**config.mk**
```make
export PLATFORM = sky130hd
export DESIGN_NAME = servant_uart_tx_flat
export DESIGN_NICKNAME = d
export VERILOG_FILES = /design/src/rtl/servant_uart_tx_if.sv /design/src/rtl/servant_uart_tx.sv /design/src/flat_wrapper.sv
export SDC_FILE = /design/constraint.sdc
export NUM_CORES = 1
export LEC_CHECK = 0
export ABC_CLOCK_PERIOD_IN_PS = 2850
export BUFFER_PORTS_ARGS = -buffer_cell sky130_fd_sc_hd__clkbuf_2
export CAP_MARGIN = 25
export CORE_ASPECT_RATIO = 1.4
export CORE_UTILIZATION = 54
export DETAILED_ROUTE_END_ITERATION = 10
export PLACE_DENSITY_LB_ADDON = 0.1
export SYNTH_ARGS = -nofsm -noshare
export SYNTH_HDL_FRONTEND = slang
export SYNTH_SLANG_ARGS = --single-unit
```
**constraint.sdc**
```tcl
create_clock -name i_clk -period 2.85 [get_ports i_clk]
set_input_delay 0.4275 -clock i_clk [delete_from_list [all_inputs] [get_ports i_clk]]
set_output_delay 0.4275 -clock i_clk [all_outputs]
set_load 0.05 [all_outputs]
```
**src/rtl/servant_uart_tx_if.sv**
```systemverilog
// Wishbone-style single-cycle responder bus used by servant peripherals.
// The master drives the request; the slave returns registered read data and a
// one-cycle acknowledge.
interface servant_uart_tx_if;
   logic [31:0] adr;
   logic [31:0] dat;
   logic        we;
   logic        cyc;
   logic [31:0] rdt;
   logic        ack;

   modport master (
      output adr,
      output dat,
      output we,
      output cyc,
      input  rdt,
      input  ack
   );

   modport slave (
      input  adr,
      input  dat,
      input  we,
      input  cyc,
      output rdt,
      output ack
   );
endinterface

```
**src/rtl/servant_uart_tx.sv**
```systemverilog
// UART transmitter peripheral for the servant bus.
// The CPU writes bytes into a small circular FIFO; a serial engine pops them
// and shifts each out as an 8N1 frame (start, 8 data bits LSB first, stop).
// Address bit 2 selects DATA (0) or STATUS (1); all other address bits are
// ignored.
module servant_uart_tx #(
   parameter int CLK_DIV = 868,
   parameter int AW_FIFO = 3
) (
   input  logic             i_clk,
   input  logic             i_rst,
   servant_uart_tx_if.slave wb,
   output logic             tx
);

   localparam int DEPTH = 2 ** AW_FIFO;
   localparam int BW    = $clog2(CLK_DIV);

   localparam logic [BW-1:0]    BAUD_MAX  = BW'(CLK_DIV - 1);
   localparam logic [AW_FIFO:0] DEPTH_CNT = (AW_FIFO + 1)'(DEPTH);

   typedef enum logic [1:0] {
      IDLE,
      START,
      DATA,
      STOP
   } state_t;

   // Bus side
   logic        ack_reg;
   logic [31:0] rdt_reg;
   logic        overflow_reg;
   logic        req;
   logic        data_wr;
   logic        status_rd;
   logic [31:0] status;
   logic [3:0]  level;

   // FIFO
   logic [7:0]         mem [DEPTH];
   logic [AW_FIFO-1:0] wr_ptr_reg;
   logic [AW_FIFO-1:0] rd_ptr_reg;
   logic [AW_FIFO:0]   count_reg;
   logic               full;
   logic               empty;
   logic               push;
   logic               pop;

   // Serial engine
   state_t        state_reg, state_next;
   logic [BW-1:0] baud_reg, baud_next;
   logic [2:0]    bit_reg, bit_next;
   logic          tx_reg, tx_next;
   logic [7:0]    shift_reg;
   logic          shift_en;
   logic          busy;

   // Only address bit 2 and the low data byte carry meaning.
   logic unused_bits;
   assign unused_bits = ^{wb.adr[31:3], wb.adr[1:0], wb.dat[31:8]};

   // A request is taken only while no ack is outstanding, so a held cyc is
   // serviced every second cycle.
   assign req       = wb.cyc & ~ack_reg;
   assign data_wr   = req & wb.we & ~wb.adr[2];
   assign status_rd = req & ~wb.we & wb.adr[2];

   // Full is judged on the current count, before any same-cycle pop.
   assign full  = (count_reg == DEPTH_CNT);
   assign empty = (count_reg == '0);
   assign push  = data_wr & ~full;
   assign busy  = (state_reg != IDLE);
   assign level = 4'(count_reg);

   assign status = {16'b0, 4'b0, level, 4'b0, overflow_reg, busy, empty, full};

   assign wb.ack = ack_reg;
   assign wb.rdt = rdt_reg;
   assign tx     = tx_reg;

   // Bus responder: one-cycle ack, read data valid only alongside ack,
   // sticky overflow cleared by a STATUS read.
   always_ff @(posedge i_clk) begin
      if (i_rst) begin
         ack_reg      <= 1'b0;
         rdt_reg      <= 32'd0;
         overflow_reg <= 1'b0;
      end else begin
         ack_reg <= req;
         rdt_reg <= status_rd ? status : 32'd0;
         if (data_wr && full) begin
            overflow_reg <= 1'b1;
         end else if (status_rd) begin
            overflow_reg <= 1'b0;
         end
      end
   end

   // FIFO pointers and occupancy; pointers wrap naturally at the depth.
   always_ff @(posedge i_clk) begin
      if (i_rst) begin
         wr_ptr_reg <= '0;
         rd_ptr_reg <= '0;
         count_reg  <= '0;
      end else begin
         if (push) begin
            wr_ptr_reg <= wr_ptr_reg + 1'b1;
         end
         if (pop) begin
            rd_ptr_reg <= rd_ptr_reg + 1'b1;
         end
         case ({push, pop})
            2'b10:   count_reg <= count_reg + 1'b1;
            2'b01:   count_reg <= count_reg - 1'b1;
            default: count_reg <= count_reg;
         endcase
      end
   end

   // FIFO storage with a registered read port that feeds the shift register
   // directly; the shift register then moves right one bit per data bit.
   always_ff @(posedge i_clk) begin
      if (push) begin
         mem[wr_ptr_reg] <= wb.dat[7:0];
      end
      if (pop) begin
         shift_reg <= mem[rd_ptr_reg];
      end else if (shift_en) begin
         shift_reg <= {1'b0, shift_reg[7:1]};
      end
   end

   // Serial engine state register; reset drops any frame in flight.
   always_ff @(posedge i_clk) begin
      if (i_rst) begin
         state_reg <= IDLE;
         baud_reg  <= '0;
         bit_reg   <= '0;
         tx_reg    <= 1'b1;
      end else begin
         state_reg <= state_next;
         baud_reg  <= baud_next;
         bit_reg   <= bit_next;
         tx_reg    <= tx_next;
      end
   end

   // Serial engine next state: each non-idle state lasts CLK_DIV cycles per
   // bit; the line value for the next bit is set on the edge that advances.
   always_comb begin
      state_next = state_reg;
      baud_next  = baud_reg;
      bit_next   = bit_reg;
      tx_next    = tx_reg;
      pop        = 1'b0;
      shift_en   = 1'b0;
      case (state_reg)
         IDLE: begin
            if (!empty) begin
               pop        = 1'b1;
               tx_next    = 1'b0;
               baud_next  = BAUD_MAX;
               state_next = START;
            end
         end
         START: begin
            if (baud_reg == '0) begin
               baud_next  = BAUD_MAX;
               tx_next    = shift_reg[0];
               bit_next   = 3'd0;
               state_next = DATA;
            end else begin
               baud_next = baud_reg - 1'b1;
            end
         end
         DATA: begin
            if (baud_reg == '0) begin
               baud_next = BAUD_MAX;
               if (bit_reg == 3'd7) begin
                  tx_next    = 1'b1;
                  state_next = STOP;
               end else begin
                  tx_next  = shift_reg[1];
                  shift_en = 1'b1;
                  bit_next = bit_reg + 3'd1;
               end
            end else begin
               baud_next = baud_reg - 1'b1;
            end
         end
         STOP: begin
            if (baud_reg == '0) begin
               baud_next  = BAUD_MAX;
               state_next = IDLE;
            end else begin
               baud_next = baud_reg - 1'b1;
            end
         end
         default: state_next = IDLE;
      endcase
   end

endmodule

```
**src/flat_wrapper.sv**
```systemverilog
// flat-port wrapper written by rule: the top's interface ports become plain ports
module servant_uart_tx_flat 
#(
   parameter int CLK_DIV = 868,
   parameter int AW_FIFO = 3
)
  (i_clk, i_rst, tx, wb_adr, wb_dat, wb_we, wb_cyc, wb_rdt, wb_ack);
  servant_uart_tx_if wb_i ();
  input  logic i_clk;
  input  logic i_rst;
  output logic tx;
  input wire logic [$bits(wb_i.adr)-1:0] wb_adr;
  input wire logic [$bits(wb_i.dat)-1:0] wb_dat;
  input wire logic [$bits(wb_i.we)-1:0] wb_we;
  input wire logic [$bits(wb_i.cyc)-1:0] wb_cyc;
  output wire logic [$bits(wb_i.rdt)-1:0] wb_rdt;
  output wire logic [$bits(wb_i.ack)-1:0] wb_ack;
  assign wb_i.adr = wb_adr;
  assign wb_i.dat = wb_dat;
  assign wb_i.we = wb_we;
  assign wb_i.cyc = wb_cyc;
  assign wb_rdt = wb_i.rdt;
  assign wb_ack = wb_i.ack;
  servant_uart_tx #(.CLK_DIV(CLK_DIV), .AW_FIFO(AW_FIFO)) u_core (.i_clk(i_clk), .i_rst(i_rst), .wb(wb_i), .tx(tx));
endmodule
```
**Word-level counts from Yosys, hierarchy flattened**

Memory sizes are Yosys's and may differ from the RTL's. A register that Yosys moved wholly into a read port is not among the register bits.
Cells that the tools add are included.

- Mux-type cells: 32
- Magnitude comparators: 0
- Div/mod/pow operators: 0
- Reductions and logical operators: 15
- Bitwise logic cells: 11
- Shift-type cells: 0
- Eq/ne operators: 13
- Multipliers: 0
- Add/subtract/negate cells: 6

Operators with widths:

| kind | count |
|---|---|
| $mux 10 | 2 |
| $pmux 10 s2 | 1 |
| $mux 8 | 2 |
| $mux 3 | 5 |
| $mux 1 | 13 |
| $logic_not 10->1 | 1 |
| $mux 2 | 5 |
| $reduce_bool 2->1 | 5 |
| $sub 10x1->10 const B | 1 |
| $add 3x1->3 const B | 3 |
| $ne 2x1->1 const B | 4 |
| $pmux 2 s4 | 1 |
| $pmux 4 s2 | 1 |
| $reduce_and 4->1 | 2 |
| $and 1x1->1 | 6 |
| $eq 2x2->1 const B | 3 |
| $pmux 3 s2 | 1 |
| $not 1->1 | 5 |
| $reduce_and 5->1 | 1 |
| $add 4x1->4 const B | 1 |
| $eq 2x1->1 const B | 2 |
| $eq 4x4->1 const B | 1 |
| $logic_not 4->1 | 1 |
| $ne 2x2->1 const B | 2 |
| other kinds (8) | 8 |

- Bits in latches: 0
- RAM bits: 64
- Bits of input ports: 68
- Word-level logic and storage cells: 90
- Flip-flop bits (word level): 68
- Memories kept: 1
- Output and inout port bits: 34
- Bits in read-only memories: 0

Memory list:

| name | words | bits a word | read ports | clocked after Yosys merged registers in | wr ports | line | source |
|---|---|---|---|---|---|---|---|
| u_core.mem | 8 | 8 | 1 | 1 | 1 | servant_uart_tx.sv:40 | `logic [7:0] mem [DEPTH];` |

**Longest topological paths before layout**

- Depth after elaboration: 7
- Gate-level depth with buffers: 12
- Mapped depth without buffers: 11

**Worst setup path before layout**

No wires, ideal clock.

- Path type: register -> register
- Start point: register u_core.count_reg[1]
- End point: register u_core.count_reg[2]
- Required time: 2.780 ns
- Slack: 0.410 ns
- Clock period less this slack: 2.440 ns
- Buffers on the path: 2
- Library setup time: 0.070 ns
- Arrival: 2.369 ns
- Cell stages (with the launch flop): 12
- Cell sequence: dfxtp_1 > buf_2 > or4b_1 > clkbuf_1 > nand3_2 > ha_1 > xor2_1 > ha_1 > a21oi_1 > xor2_1 > or3_1 > a21oi_1

- Word-level cells in the longest chain between the ends: 5
- Elaborated cells between the ends (all ways): 12
- Those cells by class: 2 x add/sub; 3 x eq/ne; 3 x mux; 2 x bitwise; 2 x reduce/logical

RTL lines:

| what | line | source |
|---|---|---|
| start, declared | servant_uart_tx.sv:43 | `logic [AW_FIFO:0] count_reg;` |
| start signal, assigned | servant_uart_tx.sv:113 | `2'b10: count_reg <= count_reg + 1'b1;` |
| start signal, assigned | servant_uart_tx.sv:114 | `2'b01: count_reg <= count_reg - 1'b1;` |
| start signal, assigned | servant_uart_tx.sv:115 | `default: count_reg <= count_reg;` |
| $logic_not 4->1 / $eq 4x4->1 (equally long branches) | servant_uart_tx.sv:70, servant_uart_tx.sv:69 |  |
| $mux 1 / $not 1->1 (equally long branches) | servant_uart_tx.sv:159, servant_uart_tx.sv:71 |  |
| $mux 1 / $and 1x1->1 (equally long branches) | servant_uart_tx.sv:157, servant_uart_tx.sv:71 |  |
| $eq 2x1->1 / $eq 2x2->1 (equally long branches) | servant_uart_tx.sv:112 | `case ({push, pop})` |
| $pmux 4 s2 / $reduce_bool 2->1 (equally long branches) | -- |  |

Several ways; a longest one is shown, not always the timed one.
A chain may end at the register's enable or synchronous reset.

**Final worst setup path**

- Start point: register u_core.count_reg[0]
- End point: register u_core.count_reg[2]

The elaborated chain is that of the path after synthesis.

==> results.toml <==
[worst_setup_path]
required_ns = 3.13
path_class = "reg -> reg"
end_kind = "flop"
cp-start-kind = "flop"
crit_arrival_ns = 2.78
critPathMaxFanout = 8
rr_worst_depth = 9

[worst_hold_path]
holdPathStages = 1
min-delay-path-class = "in -> reg"

[layout]
nets = 469
layout_common_cells = "72 x edfxtp_1, 39 x dfxtp_1, 24 x nor2_1, 24 x conb_1, 22 x clkbuf_2"
layout-drive-gt1-share_pct = 19.6
fillers = 699
largest_register_ffs = 64
final_common_cell = "edfxtp_1"
stdcell_area_um2 = 5310
diodes = 0
area_delta_synth_final_pct = 10.3

[cts]
clock-sinks = 111
cts_resized = 0
cts_tree = "built"
cts-root-buf = "clkbuf_16"
numCtsBuffers = 9
hold_buffers = 0
cts_setup_buffers = 0
cts.clk_slew.worst_paths_ns = 0.08
h-tree-depth = 3
clk_path_buf_depth = 2
clk_latency_ns = 0.35

[power]
p_sw_share_pct = 36.0
p_int_mw = 3.36
power.switching_mw = 1.89
pwr-share-seq_pct = 40.2
vdd.ir_drop.worst_mv = 0.605
p_comb_share_pct = 36.0
p_leak_nw = 1.92
clkPwrFrac_pct = 23.8
p_per_area_nw_per_um2 = 990

[job]
maxCapViolCount = 0

[logic_synthesis]
async_reset_ff_share_pct = 0
yosys_warnings = 0
yosys_register_bits = 111
synth_largest_area_cell = "edfxtp_1"
synth_cell_type_count = 49
netlist_area_um2 = 4810
syn_avg_cell_area_um2 = 13.4
synth_flop_cell = "edfxtp_1"
syn_inst = 358
synth-edff-count = 72
synth.top_cell.area_share_pct = 44.9
synth-seq-area-share_pct = 61.2
synth_area_leaders = "edfxtp_1 45%, dfxtp_1 16%, mux4_2 7.5%"

[placed_design]
hpwl_mm = 5.53
placed_area_um2 = 5010
gp_congestion = 0.728
portBuffers = 22

[sta]
slew_headroom_pct = 55.7
min_period_over_period_pct = 87.8
tns_ns = 0
max_freq_mhz = 400
hold_violations = 0
setup_viol = 0
tightest_slew_ns = 0.658
rsz0062_at_grt = "false"
fin_skew_ns = 0.00762
fin_crit_ns = 2.50
maxSlewViolCount = 0

[status]
status = "finished, final reports clean"

[global_route]
grt_max_degree = 32
grt_overflow = 0
antenna_found_initial = 0
track_usage_pct = 20.4
grt_pass1_wl_mm = 13.5
grt_pass1_vias = 2715

[route]
drt.antenna.violating_nets = 0
drc = 0
via_per_inst = 5.53
routedWlPerCell_um = 16.7
drt-initial-drc-count = 123
num_vias = 2756
drt_first_pass_iters = 4
wl_mm = 8.34

[floorplanning]
rows = 40
die_y_um = 114
core_um2 = 8610
die_w_um = 81.8
die-area_um2 = 9300
initial_utilization_pct = 55.9
io_pins = 102
metal layers:
| metal | global-route usage, % | vias to the layer above | wire [µm] |
|---|---|---|---|
| met3 | 4.24 | 14 | 201 |
| met1 | 24.2 | 1349 | 3420 |
| met2 | 34.5 | 44 | 4510 |
| li1 | - | 1349 | - |
| met5 | 0 | - | 0 |
| met4 | 9.82 | 0 | 202 |
final cells by class:
type,instances,area (µm²),area share (%)
timing repair buffer,37,223,4.20
clock buffer,9,225,4.24
clock inverter,7,73.8,1.39
sequential,111,2940,55.5
multi-input combinational,221,1680,31.7
inverter,8,30.0,0.566
tap,105,131,2.48
path summary, 6_finish.rpt:
path                                         start                                to  slack (ns)
hold / removal                           wb_dat[5]        u_core.mem[1][5]$_DFFE_PP_        0.34
setup reg to reg  u_core.count_reg[0]$_SDFFE_PP0P_  u_core.count_reg[2]$_SDFFE_PP0P_        0.35
hold reg to reg     u_core.bit_reg[1]$_SDFFE_PP0P_    u_core.bit_reg[1]$_SDFFE_PP0P_        0.46
setup / recovery  u_core.count_reg[0]$_SDFFE_PP0P_  u_core.count_reg[2]$_SDFFE_PP0P_        0.35
synth_stat cells, drive strengths merged (3+ instances only):
cell type and number:
edfxtp 72, dfxtp 39, buf 32, nor2 24
nand2 18, o21ai 17, mux4 16, a21oi 13
ha 13, mux2i 12, clkbuf 9, and2 8
inv 8, nand2b 7, nor3 7, xnor2 7
xor2 6, a211oi 5, nor4 5, nand3 4
nand4 4, nor2b 4, a2111oi 3, or3 3
or4 3
logic make-up after synthesis:
logic type,Yosys count,synth area share (%)
AO/OA/AOI/OAI,48,6.53
XOR/XNOR,13,2.37
adder cells (fa/ha/maj),13,3.38
buffers and inverters,49,5.83
flip-flops,111,61.2
multiplexers,28,9.99
other,1,0.0779
AND/OR/NAND/NOR,95,10.7
stage by stage:
stage / utilization (%) / hold WS [ns] / std cells / setup WS, ns / power, mW
CTS: 61.6 / 0.331 / 498 / 0.357 / 5.30
detailed placement: 58.2 / 0.452 / 482 / 0.306 / 4.05
global route: 61.6 / 0.349 / 498 / 0.158 / 5.57
floorplan: - / 0.436 / 381 / 0.410 / 3.64
global placement: 58.2 / 0.445 / 482 / 0.271 / 4.01
finish: 61.6 / 0.338 / 498 / 0.349 / 5.25
critical path: stages, from the launching register on:
cell	delay [ns]
dfxtp_1	0.38
or4b_1	0.59
nand3_2	0.20
ha_1	0.29
xor2_1	0.17
ha_1	0.16
a21oi_1	0.04
xor2_1	0.14
or3_1	0.31
a21oi_1	0.14
power groups by stage:
stage / logic [mW] / clock network, mW / registers, mW
final: 1.89 / 1.25 / 2.11
after global routing: 2.10 / 1.33 / 2.14
after CTS: 1.91 / 1.28 / 2.11
after detailed placement: 1.90 / 0 / 2.15
after global placement: 1.87 / 0 / 2.14
after floorplan: 1.51 / 0 / 2.14
Power figures use the tool's default switching activity.
